File: src/rtl/seq_tx_110.sv
// seq_tx_110 -- framed serial transmitter.
// A word offered on data_in/valid_in is sent on x_out as one bit per clock,
// optionally prefixed by the sync header 110, and followed by one GAP cycle
// that carries the frame_done pulse.
// Optional feature macro: SEQ_TX_110_SYNC_HDR_EN (header 110 compiled in).
// When the macro is undefined, frames carry the payload and the GAP cycle only.

module seq_tx_110 #(
    parameter int WIDTH     = 8,
    parameter bit MSB_FIRST = 1'b1
) (
    input  logic             clk,
    input  logic             rst,
    input  logic [WIDTH-1:0] data_in,
    input  logic             valid_in,
    output logic             ready_out,
    output logic             x_out,
    output logic             busy,
    output logic             frame_done
);

    // Counter is wide enough to hold WIDTH, so the last data index never wraps.
    localparam int CW = $clog2(WIDTH + 1);
    localparam logic [CW-1:0] LAST_BIT = CW'(WIDTH - 1);
`ifdef SEQ_TX_110_SYNC_HDR_EN
    localparam logic [CW-1:0] LAST_HDR = CW'(2);
`endif

`ifdef SEQ_TX_110_SYNC_HDR_EN
    typedef enum logic [1:0] {
        IDLE = 2'd0,
        HDR  = 2'd1,
        DATA = 2'd2,
        GAP  = 2'd3
    } state_t;
`else
    typedef enum logic [1:0] {
        IDLE = 2'd0,
        DATA = 2'd2,
        GAP  = 2'd3
    } state_t;
`endif

    state_t           state_q, state_d;
    logic [CW-1:0]    cnt_q, cnt_d;
    logic [WIDTH-1:0] shift_q, shift_d;
    logic             x_q, x_d;
    logic [WIDTH-1:0] shifted;

    // Next payload word position: the bit just sent leaves, the next one moves to the output end.
    always_comb begin
        shifted = MSB_FIRST ? {shift_q[WIDTH-2:0], 1'b0} : {1'b0, shift_q[WIDTH-1:1]};
    end

    // Next-state logic; x_d is the bit that the following cycle will present, derived from the next state.
    always_comb begin
        state_d = state_q;
        cnt_d   = cnt_q;
        shift_d = shift_q;
        x_d     = 1'b0;

        case (state_q)
            IDLE: begin
                if (valid_in) begin
                    shift_d = data_in;
                    cnt_d   = '0;
`ifdef SEQ_TX_110_SYNC_HDR_EN
                    state_d = HDR;
`else
                    state_d = DATA;
`endif
                end
            end
`ifdef SEQ_TX_110_SYNC_HDR_EN
            HDR: begin
                if (cnt_q == LAST_HDR) begin
                    state_d = DATA;
                    cnt_d   = '0;
                end else begin
                    cnt_d = cnt_q + CW'(1);
                end
            end
`endif
            DATA: begin
                shift_d = shifted;
                if (cnt_q == LAST_BIT) begin
                    state_d = GAP;
                    cnt_d   = '0;
                end else begin
                    cnt_d = cnt_q + CW'(1);
                end
            end
            GAP: begin
                state_d = IDLE;
            end
            default: begin
                state_d = IDLE;
                cnt_d   = '0;
            end
        endcase

        case (state_d)
`ifdef SEQ_TX_110_SYNC_HDR_EN
            HDR:     x_d = (cnt_d != LAST_HDR);
`endif
            DATA:    x_d = MSB_FIRST ? shift_d[WIDTH-1] : shift_d[0];
            default: x_d = 1'b0;
        endcase
    end

    // State, counter, shift register and the registered serial output; reset aborts any frame.
    always_ff @(posedge clk or negedge rst) begin
        if (!rst) begin
            state_q <= IDLE;
            cnt_q   <= '0;
            shift_q <= '0;
            x_q     <= 1'b0;
        end else begin
            state_q <= state_d;
            cnt_q   <= cnt_d;
            shift_q <= shift_d;
            x_q     <= x_d;
        end
    end

    // Status outputs decode directly from the registered state.
    always_comb begin
        ready_out  = (state_q == IDLE);
        busy       = (state_q != IDLE);
        frame_done = (state_q == GAP);
        x_out      = x_q;
    end

endmodule

File: config.mk
export PLATFORM = sky130hd
export DESIGN_NAME = seq_tx_110
export DESIGN_NICKNAME = d
export VERILOG_FILES = /design/src/rtl/seq_tx_110.sv
export SDC_FILE = /design/constraint.sdc
export NUM_CORES = 1
export LEC_CHECK = 0
export ABC_AREA = 1
export CORE_AREA = 5 5 47 49
export CTS_CLUSTER_SIZE = 12
export DETAILED_ROUTE_END_ITERATION = 7
export DIE_AREA = 0 0 52 54
export GPL_TIMING_DRIVEN = 0
export HOLD_SLACK_MARGIN = 0.05
export PLACE_DENSITY = 0.78
export SYNTH_ARGS = -nofsm -noshare
export SYNTH_HDL_FRONTEND = slang
export SYNTH_SLANG_ARGS = --single-unit
File: constraint.sdc
create_clock -name clk -period 1.2 [get_ports clk]
set_input_delay 0.24 -clock clk [delete_from_list [all_inputs] [get_ports clk]]
set_output_delay 0.24 -clock clk [all_outputs]
set_load 0.05 [all_outputs]
### Word-level counts from Yosys, hierarchy flattened

Cells that the tools add are included.

| storage, ports and cells | value |
|---|---|
| bits in registers | 15 |
| input port bits | 11 |
| output and inout port bits | 4 |
| word-level logic and storage cells | 26 |

| cells by class | value |
|---|---|
| $add $sub $neg | 1 |
| equality and inequality tests | 5 |
| muxes and demuxes | 9 |
| bitwise logic cells | 1 |
| reductions and logical operators | 5 |

Operators by type and width:

| cell | count |
|---|---|
| 8-bit one-hot mux with 2 select lines | 1 |
| 4-bit one-hot mux with 3 select lines | 1 |
| 4-bit 2-to-1 mux | 2 |
| 8-bit 2-to-1 mux | 1 |
| 2-bit == test, second input constant | 3 |
| 4-bit by 1-bit adder with 4-bit output, second input constant | 1 |
| 4-bit by 3-bit == test with 1-bit output, second input constant | 1 |
| 2-bit 2-to-1 mux | 2 |
| 2-bit one-hot mux with 2 select lines | 1 |
| 2-bit AND reduction | 2 |
| 2-bit nonzero test | 2 |
| 2-bit zero test | 1 |
| 2-bit inequality test, second input constant | 1 |
| 1-bit 2-to-1 mux | 1 |
| 1-bit NOT | 1 |

### Longest topological paths before layout

Gate-level depths: netlist of the first run.

| depth | value |
|---|---|
| depth in word-level cells | 5 |
| depth in mapped cells | 6 |
| gate-level depth less buffers | 6 |

### Worst setup path after synthesis of the first run

OpenSTA, ideal clock, no wires.

| path | value |
|---|---|
| path kind | register to register |
| start | register state_q[0] |
| end | register shift_q[1] |
| library setup time | 0.120 ns |
| data arrival time | 1.345 ns |
| data required time | 1.080 ns |
| path slack | -0.265 ns |
| cell stages (with the launch flop) | 5 |
| path buffers | 0 |
| clock period less this slack | 1.465 ns |
| path through | dfrtp_1 nor2_2 nand2_1 nor2_1 nor3_2 |

| between the ends | value |
|---|---|
| cells in the longest elaborated chain, start to end | 3 |
| elaborated cells between the ends (all ways) | 6 |
| classes of those cells | 2 x eq/ne; 1 x mux; 3 x reduce/logical |

Ends and longest elaborated chain:

| element | line | source |
|---|---|---|
| start, declared | 44 | `state_t state_q, state_d;` |
| start signal, assigned | 119 | `state_q <= state_d;` |
| 2-bit zero test (*) | - |  |
| via ready_out | 16 | `output logic ready_out,` |
| 2-bit inequality test (no line) / 2-bit nonzero test (equally long branches) | - |  |
| 2-bit AND reduction (no line) | - |  |
| end signal, assigned | 121 | `shift_q <= shift_d;` |
| end, declared | 46 | `logic [WIDTH-1:0] shift_q, shift_d;` |

Mark *: on every way through the listed nets, which the timed path passes. The rest lies on a longest branch.
A chain may end at the register's enable or synchronous reset.

### Worst setup path after layout of the first run

| path | value |
|---|---|
| start | register state_q[1] |
| end | output ready_out |

| between the ends | value |
|---|---|
| cells in the longest elaborated chain, start to end | 1 |

Ends and longest elaborated chain:

| element | line | source |
|---|---|---|
| 2-bit zero test | 128 | `ready_out = (state_q == IDLE);` |
| end, declared | 16 |  |

Every way passes these cells.

==> results.py, run 1 <==
metrics = {
    "timing": {
        "count_of_pins_over_their_slew_limit": 0,
        "timing.fmax_mhz": 761,
        "skew_ps": 0.766,
        "tightestPinTransition_ps": 661,
        "timing.slew.headroom_pct": 55.8,
        "report.final.hold_viol_count": 0,
        "fin_tns_setup_ps": -391,
        "rsz0062_at_grt": "true",
        "layout_min_cycle_time_ps": 1310,
        "setup_violations": 10,
        "post-route-period-util_pct": 109,
        "finalWorstSetupSlack_ps": -114,
    },
    "drt": {
        "routed_wirelength_um": 1590,
        "drt-wirelength-per-cell_um": 11.7,
        "drt_pass1_iterations": 3,
        "post_drt_via_cell_ratio": 4.66,
        "drcViolationCount": 0,
        "ant_nets": 0,
        "detail_route.iter0.violations": 11,
        "dr_total_vias": 634,
    },
    "synthesis": {
        "yosysMostFrequentCell": "sky130_fd_sc_hd__nor2_1",
        "synth_compound_gate_area_share_pct": 4.69,
        "ys_warn_count": 0,
        "synthesized_instance_count": 84,
        "synthesis.area_per_instance_um2": 8.58,
        "synth_cell_types": 15,
        "synth_area_um2": 721,
        "yosys_register_bits": 15,
        "synth-simple-area-share_pct": 36.8,
        "synth_top_area_share_pct": 52.1,
        "synthTopCellsByCount": "sky130_fd_sc_hd__nor2_1, sky130_fd_sc_hd__nand2_1, sky130_fd_sc_hd__dfrtp_1",
        "synth-edff-count": 0,
        "synth_area_leaders": "sky130_fd_sc_hd__dfrtp_1, sky130_fd_sc_hd__nor2_1, sky130_fd_sc_hd__nor3_2",
        "synth_seq_area_share_pct": 52.1,
        "synth_xor_area_share_pct": 0,
        "asyncSetResetFlopFracSynth_pct": 100,
        "synth_top_family_by_area": "simple AND/OR/NAND/NOR gates",
        "synth_flop_cell": "sky130_fd_sc_hd__dfrtp_1",
        "synth_largest_area_cell": "sky130_fd_sc_hd__dfrtp_1",
        "adder_cell_share_of_the_synthesized_area_pct": 1.74,
        "synth_fp_nets": 96,
        "yosys-mux-area-fraction_pct": 0,
    },
    "critical_path": {
        "worst-setup-path-type": "flop to primary output",
        "cp-start-kind": "flop",
        "worstPathMaxFanout": 4,
        "setup.worst_path.start": "state_q[1]",
        "r2r_start": "state_q[1]",
        "worst_r2r_endpoint": "x_out",
        "rr_worst_depth": 7,
        "worst-r2r-setup-slack_ps": -50,
        "worst-endpoint-arrival_ps": 1070,
        "worst_setup_end_kind": "primary output",
        "crit_required_ps": 960,
    },
    "clock_network": {
        "cts_tree": "done",
        "cts_hold_repair.buffers": 0,
        "clock_latency_ps": 270,
        "htreeDepth": 1,
        "clock_path_buffers": 2,
        "cts.clk_slew.worst_paths_ps": 90,
        "tritoncts.num_buffers": 3,
        "cts_num_sinks": 15,
        "cts.root.buffer_cell": "sky130_fd_sc_hd__clkbuf_4",
    },
    "placement": {
        "pre_cts_slack_ps": -455,
        "portBuffers": 14,
        "dp_cells": 125,
        "placed_area_um2": 905,
        "gp_routability_congestion": 0.727,
        "post-dp-hpwl_um": 1080,
    },
    "finish": {
        "fin_area_um2": 1090,
        "final_layout_size_suffix_gt1_share_pct": 44.0,
        "finalNetCount": 122,
        "final-instance-count-excl-fill": 136,
        "antenna_cell_count": 0,
        "register_area_um2": 378,
        "multi_input_logic_area_um2": 407,
        "synthToLayoutAreaGrowth_pct": 50.9,
        "final_core_util_pct": 59.7,
        "layout.filler_cells": 161,
    },
    "floorplan": {
        "std_cell_rows": 16,
        "core_region_area_um2": 1820,
        "effective_utilization_at_floorplan_pct": 39.6,
        "chipHeight_um": 54,
        "fp.dieArea_um2": 2810,
        "floorplan_die_width_um": 52,
        "top_level_ports": 15,
    },
    "hold_path": {
        "hold_path.class": "input port to asynchronous set/reset pin",
    },
    "outcome": {
        "status": "finished, violations left",
        "failed_checks": "setup timing",
    },
    "global_routing": {
        "groute.usage.overall_pct": 12.3,
        "grt_first_pass_wirelength_um": 2500,
        "overflow": 0,
        "antenna_found_initial": 0,
        "first_global_vias": 582,
        "grt_max_degree": 16,
    },
    "pwr": {
        "power_density_nw_per_um2": 2520,
        "total_leakage_power_nw": 0.500,
        "vdd_drop_max_uv": 1290,
    },
    "flow_run": {
        "drv_cap": 0,
    },
}
worst max-delay path by stage:
stage	slack, ps	cells after the start	endpoint
finish	-110	2	ready_out
global route	-150	2	ready_out
CTS	-80	2	ready_out
detailed placement	-450	3	frame_done
global placement	-430	2	ready_out
floorplan	8	4	shift_q[1]
power breakdown:
group	internal (mW)	total, mW	switching (mW)
registers	0.739	0.915	0.176
logic	0.682	1.55	0.864
clock network	0.129	0.283	0.155
state kept, by name, summed over array words and instances, names as in the netlist:
name and cells:
state_q 2, x_out 1, shift_q 8, cnt_q 4
critical path: stages (launching register included):
cell                      delay [ps]
sky130_fd_sc_hd__dfrtp_2         460
sky130_fd_sc_hd__nor2_4          160
sky130_fd_sc_hd__buf_6           170
placed cells by master, fill, tap and decap left out, types with 3 or more instances in the layout:
cell | synthesis | final
sky130_fd_sc_hd__nor2_2 | 2 | 8
sky130_fd_sc_hd__nor3_2 | 6 | 6
sky130_fd_sc_hd__nand2_1 | 16 | 13
sky130_fd_sc_hd__nand3_1 | 5 | 4
sky130_fd_sc_hd__buf_6 | 1 | 4
sky130_fd_sc_hd__clkbuf_4 | 0 | 3
sky130_fd_sc_hd__inv_2 | 1 | 3
sky130_fd_sc_hd__dfrtp_1 | 15 | 13
sky130_fd_sc_hd__nand2_2 | 3 | 4
sky130_fd_sc_hd__clkdlybuf4s50_1 | 0 | 9
sky130_fd_sc_hd__nor2_4 | 0 | 5
sky130_fd_sc_hd__buf_4 | 0 | 5
sky130_fd_sc_hd__inv_1 | 5 | 3
sky130_fd_sc_hd__nor2_1 | 22 | 11
cell families after synthesis:
kind of cell / after synthesis
simple gates: 55
flops: 15
buf+inv: 7
compound gates: 6
fa+ha+maj: 1
per-layer routing:
metal	vias up	global-route usage (%)	routed length [um]
met2	12	21.5	865
met3	4	2.49	59
li1	318	-	-
met5	-	0	0
met4	0	7.86	34
met1	300	13.6	634
timing repair:
| item | CTS | global route |
|---|---|---|
| pin swaps | 3 | 8 |
| endpoints found under the setup margin | 4 | 14 |
| cloned | 0 | 1 |
| gates resized for setup | 33 | 27 |
| buffers inserted | 3 | 3 |
layout make-up:
| class | instances | share of cell area [%] |
|---|---|---|
| tap | 27 | 3.11 |
| inverter | 6 | 2.07 |
| buffer | 1 | 1.04 |
| clock buffer | 4 | 2.42 |
| multi-input combinational | 62 | 37.4 |
| timing repair buffer | 21 | 19.2 |
| sequential | 15 | 34.8 |
through the flow:
step                      power (mW)  hold WS (ps)
after floorplan                 1.80         -55.6
after global placement          2.06           493
after detailed placement        2.11           514
after CTS                       2.48           379
after global routing            2.98           415
final                           2.74           361
Power figures use the tool's default switching activity.
==> run 2: changes to the inputs <==
Settings changed: CORE_AREA 5 5 47 49 to 5 5 49 51, DIE_AREA 0 0 52 54 to 0 0 54 56, PLACE_DENSITY 0.78 to 0.73.
==> run 2 against run 1 <==
  * The flow still finishes with violations (setup timing)
  * Non-clock buffer count decreased by 3
  * Core utilization decreased by 3.4 points
  * Worst setup slack improved by 7.9 ps
  * Wire length increased by 2.0%
  * Power decreased by 0.46%
  * First-iteration DRC count decreased by 45%
  * Largest power group unchanged
==> results.py, run 2 (synthesis gave the netlist of run 1 again) <==
metrics = {
    "outcome": {
        "status": "finished, violations left",
        "failed_checks": "setup timing",
    },
    "placement": {
        "post-dp-hpwl_um": 1060,
        "portBuffers": 14,
        "pre_cts_slack_ps": -451,
        "gp_routability_congestion": 0.701,
        "dp_cells": 125,
    },
    "critical_path": {
        "worst-endpoint-arrival_ps": 1070,
        "cp_slowest_cell": "sky130_fd_sc_hd__dfrtp_2",
        "worst-setup-path-type": "flop to primary output",
        "worst-r2r-setup-slack_ps": -30,
        "r2r_start": "state_q[0]",
        "worst_setup_end_kind": "primary output",
        "crit_required_ps": 960,
        "endpoint": "busy",
        "depth_of_the_critical_timing_path_with_buffers_and_inverters_included": 3,
        "cp-start-kind": "flop",
        "worstPathMaxFanout": 4,
        "worst_r2r_endpoint": "cnt_q[2]",
        "setup.worst_path.start": "state_q[0]",
        "cp_top_family": "flip-flops",
        "timing.critical_path.slowest_cell_delay_ps": 460,
        "worst-path-buf-inv": 2,
        "cp_cell_sequence": "inv_2, nand2_4, buf_8",
        "rr_worst_depth": 7,
    },
    "drt": {
        "ant_nets": 0,
        "drt_pass1_iterations": 3,
        "drt-wirelength-per-cell_um": 12.1,
        "routed_wirelength_um": 1630,
        "dr_total_vias": 626,
        "detail_route.iter0.violations": 6,
        "drcViolationCount": 0,
        "post_drt_via_cell_ratio": 4.67,
    },
    "finish": {
        "most_frequent_cells_in_the_layout": "sky130_fd_sc_hd__nor2_1, sky130_fd_sc_hd__nand2_1, sky130_fd_sc_hd__dfrtp_1, sky130_fd_sc_hd__clkdlybuf4s50_1",
        "largest-register": "shift_q",
        "final_core_util_pct": 56.3,
        "synthToLayoutAreaGrowth_pct": 48.4,
        "layout.filler_cells": 170,
        "final-instance-count-excl-fill": 134,
        "largest_registers_in_the_final_layout": "shift_q (8), cnt_q (4), state_q (2)",
        "largest_reg_flops": 8,
        "antenna_cell_count": 0,
        "finalNetCount": 120,
        "final_layout_size_suffix_gt1_share_pct": 41.1,
    },
    "global_routing": {
        "groute.usage.overall_pct": 11.1,
        "overflow": 0,
        "grt_first_pass_wirelength_um": 2520,
        "antenna_found_initial": 0,
        "grt_max_degree": 16,
        "first_global_vias": 587,
    },
    "floorplan": {
        "chipHeight_um": 56,
        "std_cell_rows": 16,
        "core_region_area_um2": 1900,
        "effective_utilization_at_floorplan_pct": 37.9,
        "top_level_ports": 15,
        "fp.dieArea_um2": 3020,
        "floorplan_die_width_um": 54,
    },
    "clock_network": {
        "clock_path_buffers": 2,
        "htreeDepth": 1,
        "tritoncts.num_buffers": 3,
        "cts.root.buffer_cell": "sky130_fd_sc_hd__clkbuf_4",
        "clock_latency_ps": 280,
        "cts.clk_slew.worst_paths_ps": 100,
        "cts_tree": "done",
        "cts_num_sinks": 15,
    },
    "flow_run": {
        "drv_cap": 0,
    },
    "pwr": {
        "power_density_nw_per_um2": 2550,
        "vdd_drop_max_uv": 1210,
        "total_leakage_power_nw": 0.488,
    },
    "timing": {
        "post-route-period-util_pct": 109,
        "timing.fmax_mhz": 766,
        "fin_tns_setup_ps": -316,
        "timing.slew.headroom_pct": 54.7,
        "skew_ps": 5.92,
        "tightestPinTransition_ps": 677,
        "fin_worst_hold_slack_ps": 355,
        "rsz0062_at_grt": "true",
        "layout_min_cycle_time_ps": 1310,
        "finalWorstSetupSlack_ps": -106,
        "setup_violations": 7,
        "report.final.hold_viol_count": 0,
        "count_of_pins_over_their_slew_limit": 0,
    },
    "hold_path": {
        "hold_path.class": "input port to asynchronous set/reset pin",
    },
}
==> run 2: final cells by class <==
type                    instances  area (um2)  share of cell area (%)
well taps                      27        33.8                    3.16
flip-flops and latches         15         378                    35.3
clock buffers                   3        22.5                    2.11
repair buffers                 18         176                    16.5
clock inverters                 1        5.00                   0.468
multi-input cells              63         420                    39.3
inverters                       6        22.5                    2.11
plain buffers                   1        11.3                    1.05
==> run 2: worst reg2reg max path, stage by stage (launching register included) <==
cell and delay (ps):
sky130_fd_sc_hd__dfrtp_2 460, sky130_fd_sc_hd__inv_2 100, sky130_fd_sc_hd__buf_4 160, sky130_fd_sc_hd__nand2_8 70, sky130_fd_sc_hd__buf_6 140, sky130_fd_sc_hd__a21oi_1 110, sky130_fd_sc_hd__o21ai_0 90, sky130_fd_sc_hd__nand2_1 60
==> run 2: metrics by stage <==
step           area, um2  power, mW
2_1_floorplan        731       1.80
3_3_place_gp         905       2.07
3_5_place_dp         905       2.11
4_1_cts              963       2.47
5_1_grt             1070       2.95
6_report            1070       2.73
==> run 2: per-layer routing <==
layer	up-vias	GRT usage, %	wire length (um)
met5	-	0	0
met4	0	4.63	0
met3	0	3.49	71
met2	10	16.8	848
met1	302	14.4	705
li1	314	-	-
==> run 2: where the power goes <==
| part | leakage [nW] | internal, mW | total [mW] | switching [mW] |
|---|---|---|---|---|
| Sequential | 0.182 | 0.738 | 0.926 | 0.188 |
| Clock | 0.0177 | 0.124 | 0.298 | 0.174 |
| Combinational | 0.288 | 0.636 | 1.51 | 0.871 |
==> run 2: worst min-delay path by stage <==
stage                     depth (start not counted)  slack [ps]       start         end
after global placement                            2         500    cnt_q[3]    cnt_q[3]
after detailed placement                          2         490  shift_q[0]  shift_q[0]
after global routing                              1         420         rst    cnt_q[0]
after CTS                                         1         370         rst    cnt_q[3]
final                                             1         350         rst    cnt_q[0]
after floorplan                                   0         -60         rst    cnt_q[0]
==> run 2: repair_timing <==
action | CTS | global route
setup buffers | 3 | 1
endpoints found under the setup margin | 4 | 13
gates cloned | 0 | 2
hold buffers | 0 | 0
hold endpoints to repair | 0 | 0
pin swaps | 1 | 3
gates resized for setup | 30 | 27
==> run 3: changes to the inputs <==
Settings changed: ABC_AREA 1 to default, RECOVER_POWER from default to 50.
==> run 3 against run 2 <==
  * The flow still finishes with violations (setup timing)
  * Sequential share of layout area fell by 0.76 points
  * Fmax shrank 11%
  * First-iteration DRC count increased to 4.5 times the previous value
  * Worst setup slack worse by 160 ps
  * Sequential power down 9.9%
  * Critical endpoint is now ready_out
  * Largest cell class is now flip-flops and latches
  * Highest routed layer is now met4
==> results.py, run 3 <==
metrics = {
    "timing": {
        "count_of_pins_over_their_slew_limit": 0,
        "timing.fmax_mhz": 680,
        "tightestPinTransition_ps": 688,
        "skew_ps": 0.794,
        "layout_min_cycle_time_ps": 1470,
        "timing.slew.headroom_pct": 54.0,
        "rsz0062_at_grt": "true",
        "setup_violations": 14,
        "report.final.hold_viol_count": 0,
        "finalWorstSetupSlack_ps": -271,
        "post-route-period-util_pct": 123,
    },
    "synthesis": {
        "asyncSetResetFlopFracSynth_pct": 100,
        "synthesized_instance_count": 70,
        "synth-simple-area-share_pct": 12.3,
        "synth_area_leaders": "sky130_fd_sc_hd__dfrtp_1, sky130_fd_sc_hd__a22oi_1, sky130_fd_sc_hd__o21ai_0",
        "adder_cell_share_of_the_synthesized_area_pct": 1.75,
        "synth_seq_area_share_pct": 52.6,
        "synthTopCellsByCount": "sky130_fd_sc_hd__dfrtp_1, sky130_fd_sc_hd__o21ai_0, sky130_fd_sc_hd__a22oi_1, sky130_fd_sc_hd__nand2_1, sky130_fd_sc_hd__inv_1",
        "synth_largest_area_cell": "sky130_fd_sc_hd__dfrtp_1",
        "synth_compound_gate_area_share_pct": 25.1,
        "synth_fp_nets": 82,
        "synth-edff-count": 0,
        "synth_top_area_share_pct": 52.6,
        "synth_xor_area_share_pct": 1.23,
        "yosys_register_bits": 15,
        "yosys-mux-area-fraction_pct": 0,
        "synth_top_family_by_area": "compound AO/OA/AOI/OAI gates",
        "synth_cell_types": 26,
        "ys_warn_count": 0,
        "synth_area_um2": 713,
        "synthesis.area_per_instance_um2": 10.2,
        "yosysMostFrequentCell": "sky130_fd_sc_hd__dfrtp_1",
        "synth_flop_cell": "sky130_fd_sc_hd__dfrtp_1",
    },
    "finish": {
        "register_area_um2": 375,
        "antenna_cell_count": 0,
        "largest_reg_flops": 8,
        "most_frequent_cells_in_the_layout": "sky130_fd_sc_hd__dfrtp_1, sky130_fd_sc_hd__buf_4, sky130_fd_sc_hd__clkdlybuf4s50_1, sky130_fd_sc_hd__nand2_1, sky130_fd_sc_hd__buf_6",
        "finalNetCount": 110,
        "synthToLayoutAreaGrowth_pct": 52.3,
        "multi_input_logic_area_um2": 348,
        "largest_registers_in_the_final_layout": "shift_q (8), cnt_q (4), state_q (2)",
        "fin_area_um2": 1090,
        "layout.filler_cells": 157,
        "final_layout_size_suffix_gt1_share_pct": 37.1,
        "largest-register": "shift_q",
        "layout.cells.most_common": "sky130_fd_sc_hd__dfrtp_1",
    },
    "global_routing": {
        "overflow": 0,
        "use_met2_pct": 19.2,
        "gr-usage-met1_pct": 14.2,
        "grt_first_pass_wirelength_um": 2620,
        "grt_busiest_layer": "met2",
        "grtUsageMet3_pct": 1.34,
        "first_global_vias": 602,
        "grt_max_degree": 16,
        "groute.usage.overall_pct": 11.8,
        "antenna_found_initial": 0,
    },
    "pwr": {
        "sequential_power_share_pct": 30.3,
        "vdd_drop_max_uv": 1070,
        "power_density_nw_per_um2": 2540,
        "p_sw_mw": 1.15,
        "total_leakage_power_nw": 0.472,
        "total_power_mw": 2.76,
        "intPower_mw": 1.61,
        "switching_share_pct": 41.6,
        "clkPwrFrac_pct": 10.5,
        "pwr-share-comb_pct": 59.2,
    },
    "drt": {
        "drt_pass1_iterations": 5,
        "routed_wirelength_um": 1880,
        "ant_nets": 0,
        "dr_total_vias": 655,
        "post_drt_via_cell_ratio": 5.28,
        "detail_route.iter0.violations": 27,
        "drcViolationCount": 0,
        "drt-wirelength-per-cell_um": 15.2,
    },
    "placement": {
        "placed_area_um2": 902,
        "pre_cts_slack_ps": -668,
        "post-dp-hpwl_um": 1170,
        "portBuffers": 14,
        "gp_routability_congestion": 0.741,
    },
    "clock_network": {
        "cts.clk_slew.worst_paths_ps": 90,
        "tritoncts.num_buffers": 3,
        "cts_tree": "done",
        "clock_latency_ps": 280,
        "htreeDepth": 1,
        "clock_path_buffers": 2,
        "cts_hold_repair.buffers": 0,
        "cts.root.buffer_cell": "sky130_fd_sc_hd__clkbuf_4",
        "cts_num_sinks": 15,
    },
    "critical_path": {
        "worst-setup-path-type": "flop to primary output",
        "cp_slowest_cell": "sky130_fd_sc_hd__dfrtp_1",
        "timing.critical_path.slowest_cell_delay_ps": 390,
        "cp_top_family": "flip-flops",
        "worst-endpoint-arrival_ps": 1230,
        "cp-start-kind": "flop",
        "rr_worst_depth": 6,
        "setup.worst_path.start": "state_q[1]",
        "endpoint": "ready_out",
        "worst-path-buf-inv": 3,
        "depth_of_the_critical_timing_path_with_buffers_and_inverters_included": 4,
        "worst_r2r_endpoint": "x_out",
        "r2r_start": "state_q[1]",
        "worst_setup_end_kind": "primary output",
        "crit_required_ps": 960,
        "cp_cell_sequence": "buf_6, or2_4, clkinv_8, buf_12",
        "worst-r2r-setup-slack_ps": -210,
        "worstPathMaxFanout": 6,
    },
    "floorplan": {
        "std_cell_rows": 16,
        "chipHeight_um": 56,
        "core_region_area_um2": 1900,
        "fp.dieArea_um2": 3020,
        "floorplan_die_width_um": 54,
        "effective_utilization_at_floorplan_pct": 37.5,
        "top_level_ports": 15,
    },
    "outcome": {
        "status": "finished, violations left",
        "failed_checks": "setup timing",
    },
    "hold_path": {
        "hold_path.class": "input port to asynchronous set/reset pin",
    },
    "flow_run": {
        "drv_cap": 0,
    },
}
-- run 3: cell count changes after synthesis, sizes merged, moves of 2 or more --
cell   before  now
nand3       5    1
nand2      19    8
a22oi       0    8
o21ai       5    9
nor2       24    1
nor3        6    1
o22ai       0    2
buf         1    4
nor2b       0    2
-- run 3: worst min path at each step --
stage	to	cells past startpoint
floorplan	cnt_q[0]	0
global placement	shift_q[4]	2
detailed placement	shift_q[3]	2
CTS	shift_q[0]	1
global route	shift_q[7]	1
finish	cnt_q[0]	1
-- run 3: power by group through the flow --
stage | logic [mW] | registers (mW) | clock network (mW)
after floorplan | 0.790 | 0.835 | 0
after global placement | 1.06 | 0.818 | 0
after detailed placement | 1.11 | 0.828 | 0
after CTS | 1.19 | 0.818 | 0.291
after global routing | 1.76 | 0.853 | 0.313
final | 1.63 | 0.834 | 0.290
-- run 3: logic make-up after synthesis --
kind of cell               Yosys count
DFF                                 15
adders and majority gates            1
and+or+nand+nor                     17
xor gates and xnor gates             1
AOI/OAI and AO/OA                   26
buffers and inverters               10
-- run 3: layer usage --
| metal | vias up | wire [um] |
|---|---|---|
| met1 | 324 | 756 |
| met2 | 23 | 1020 |
| met3 | 2 | 83 |
| met5 | - | 0 |
| met4 | 0 | 27 |
| li1 | 306 | - |
-- run 3: worst reg2reg max path, cell delays in order, from the launching register on --
cell,delay [ps]
sky130_fd_sc_hd__dfrtp_1,390
sky130_fd_sc_hd__buf_6,130
sky130_fd_sc_hd__or2_4,260
sky130_fd_sc_hd__clkinv_8,50
sky130_fd_sc_hd__buf_4,100
sky130_fd_sc_hd__nand2_2,40
sky130_fd_sc_hd__a222oi_1,330
-- run 3: stage by stage --
| stage | setup TNS (ps) | utilization [%] | cells | hold slack (ps) |
|---|---|---|---|---|
| final | -1610 | 57.1 | 124 | 435 |
| after CTS | -986 | 50.3 | 117 | 383 |
| after detailed placement | -5550 | 47.4 | 111 | 471 |
| after floorplan | -113 | - | 70 | -55.6 |
| after global routing | -2370 | 57.1 | 124 | 489 |
| after global placement | -5000 | 47.4 | 111 | 463 |
-- run 3: what timing repair did --
| item | 4_1_cts | 5_1_grt |
|---|---|---|
| setup endpoints to repair | 12 | 15 |
| buffers inserted | 2 | 7 |
| pin swaps | 1 | 10 |
| gates resized for setup | 31 | 27 |
-- run 3: layout make-up --
class / count / area share (%)
Timing Repair Buffer: 23 / 20.7
Clock inverter: 1 / 0.461
Sequential cell: 15 / 34.6
Tap cell: 27 / 3.11
Buffer: 4 / 3.80
Multi-Input combinational cell: 45 / 32.0
Clock buffer: 3 / 2.07
Inverter: 6 / 3.23
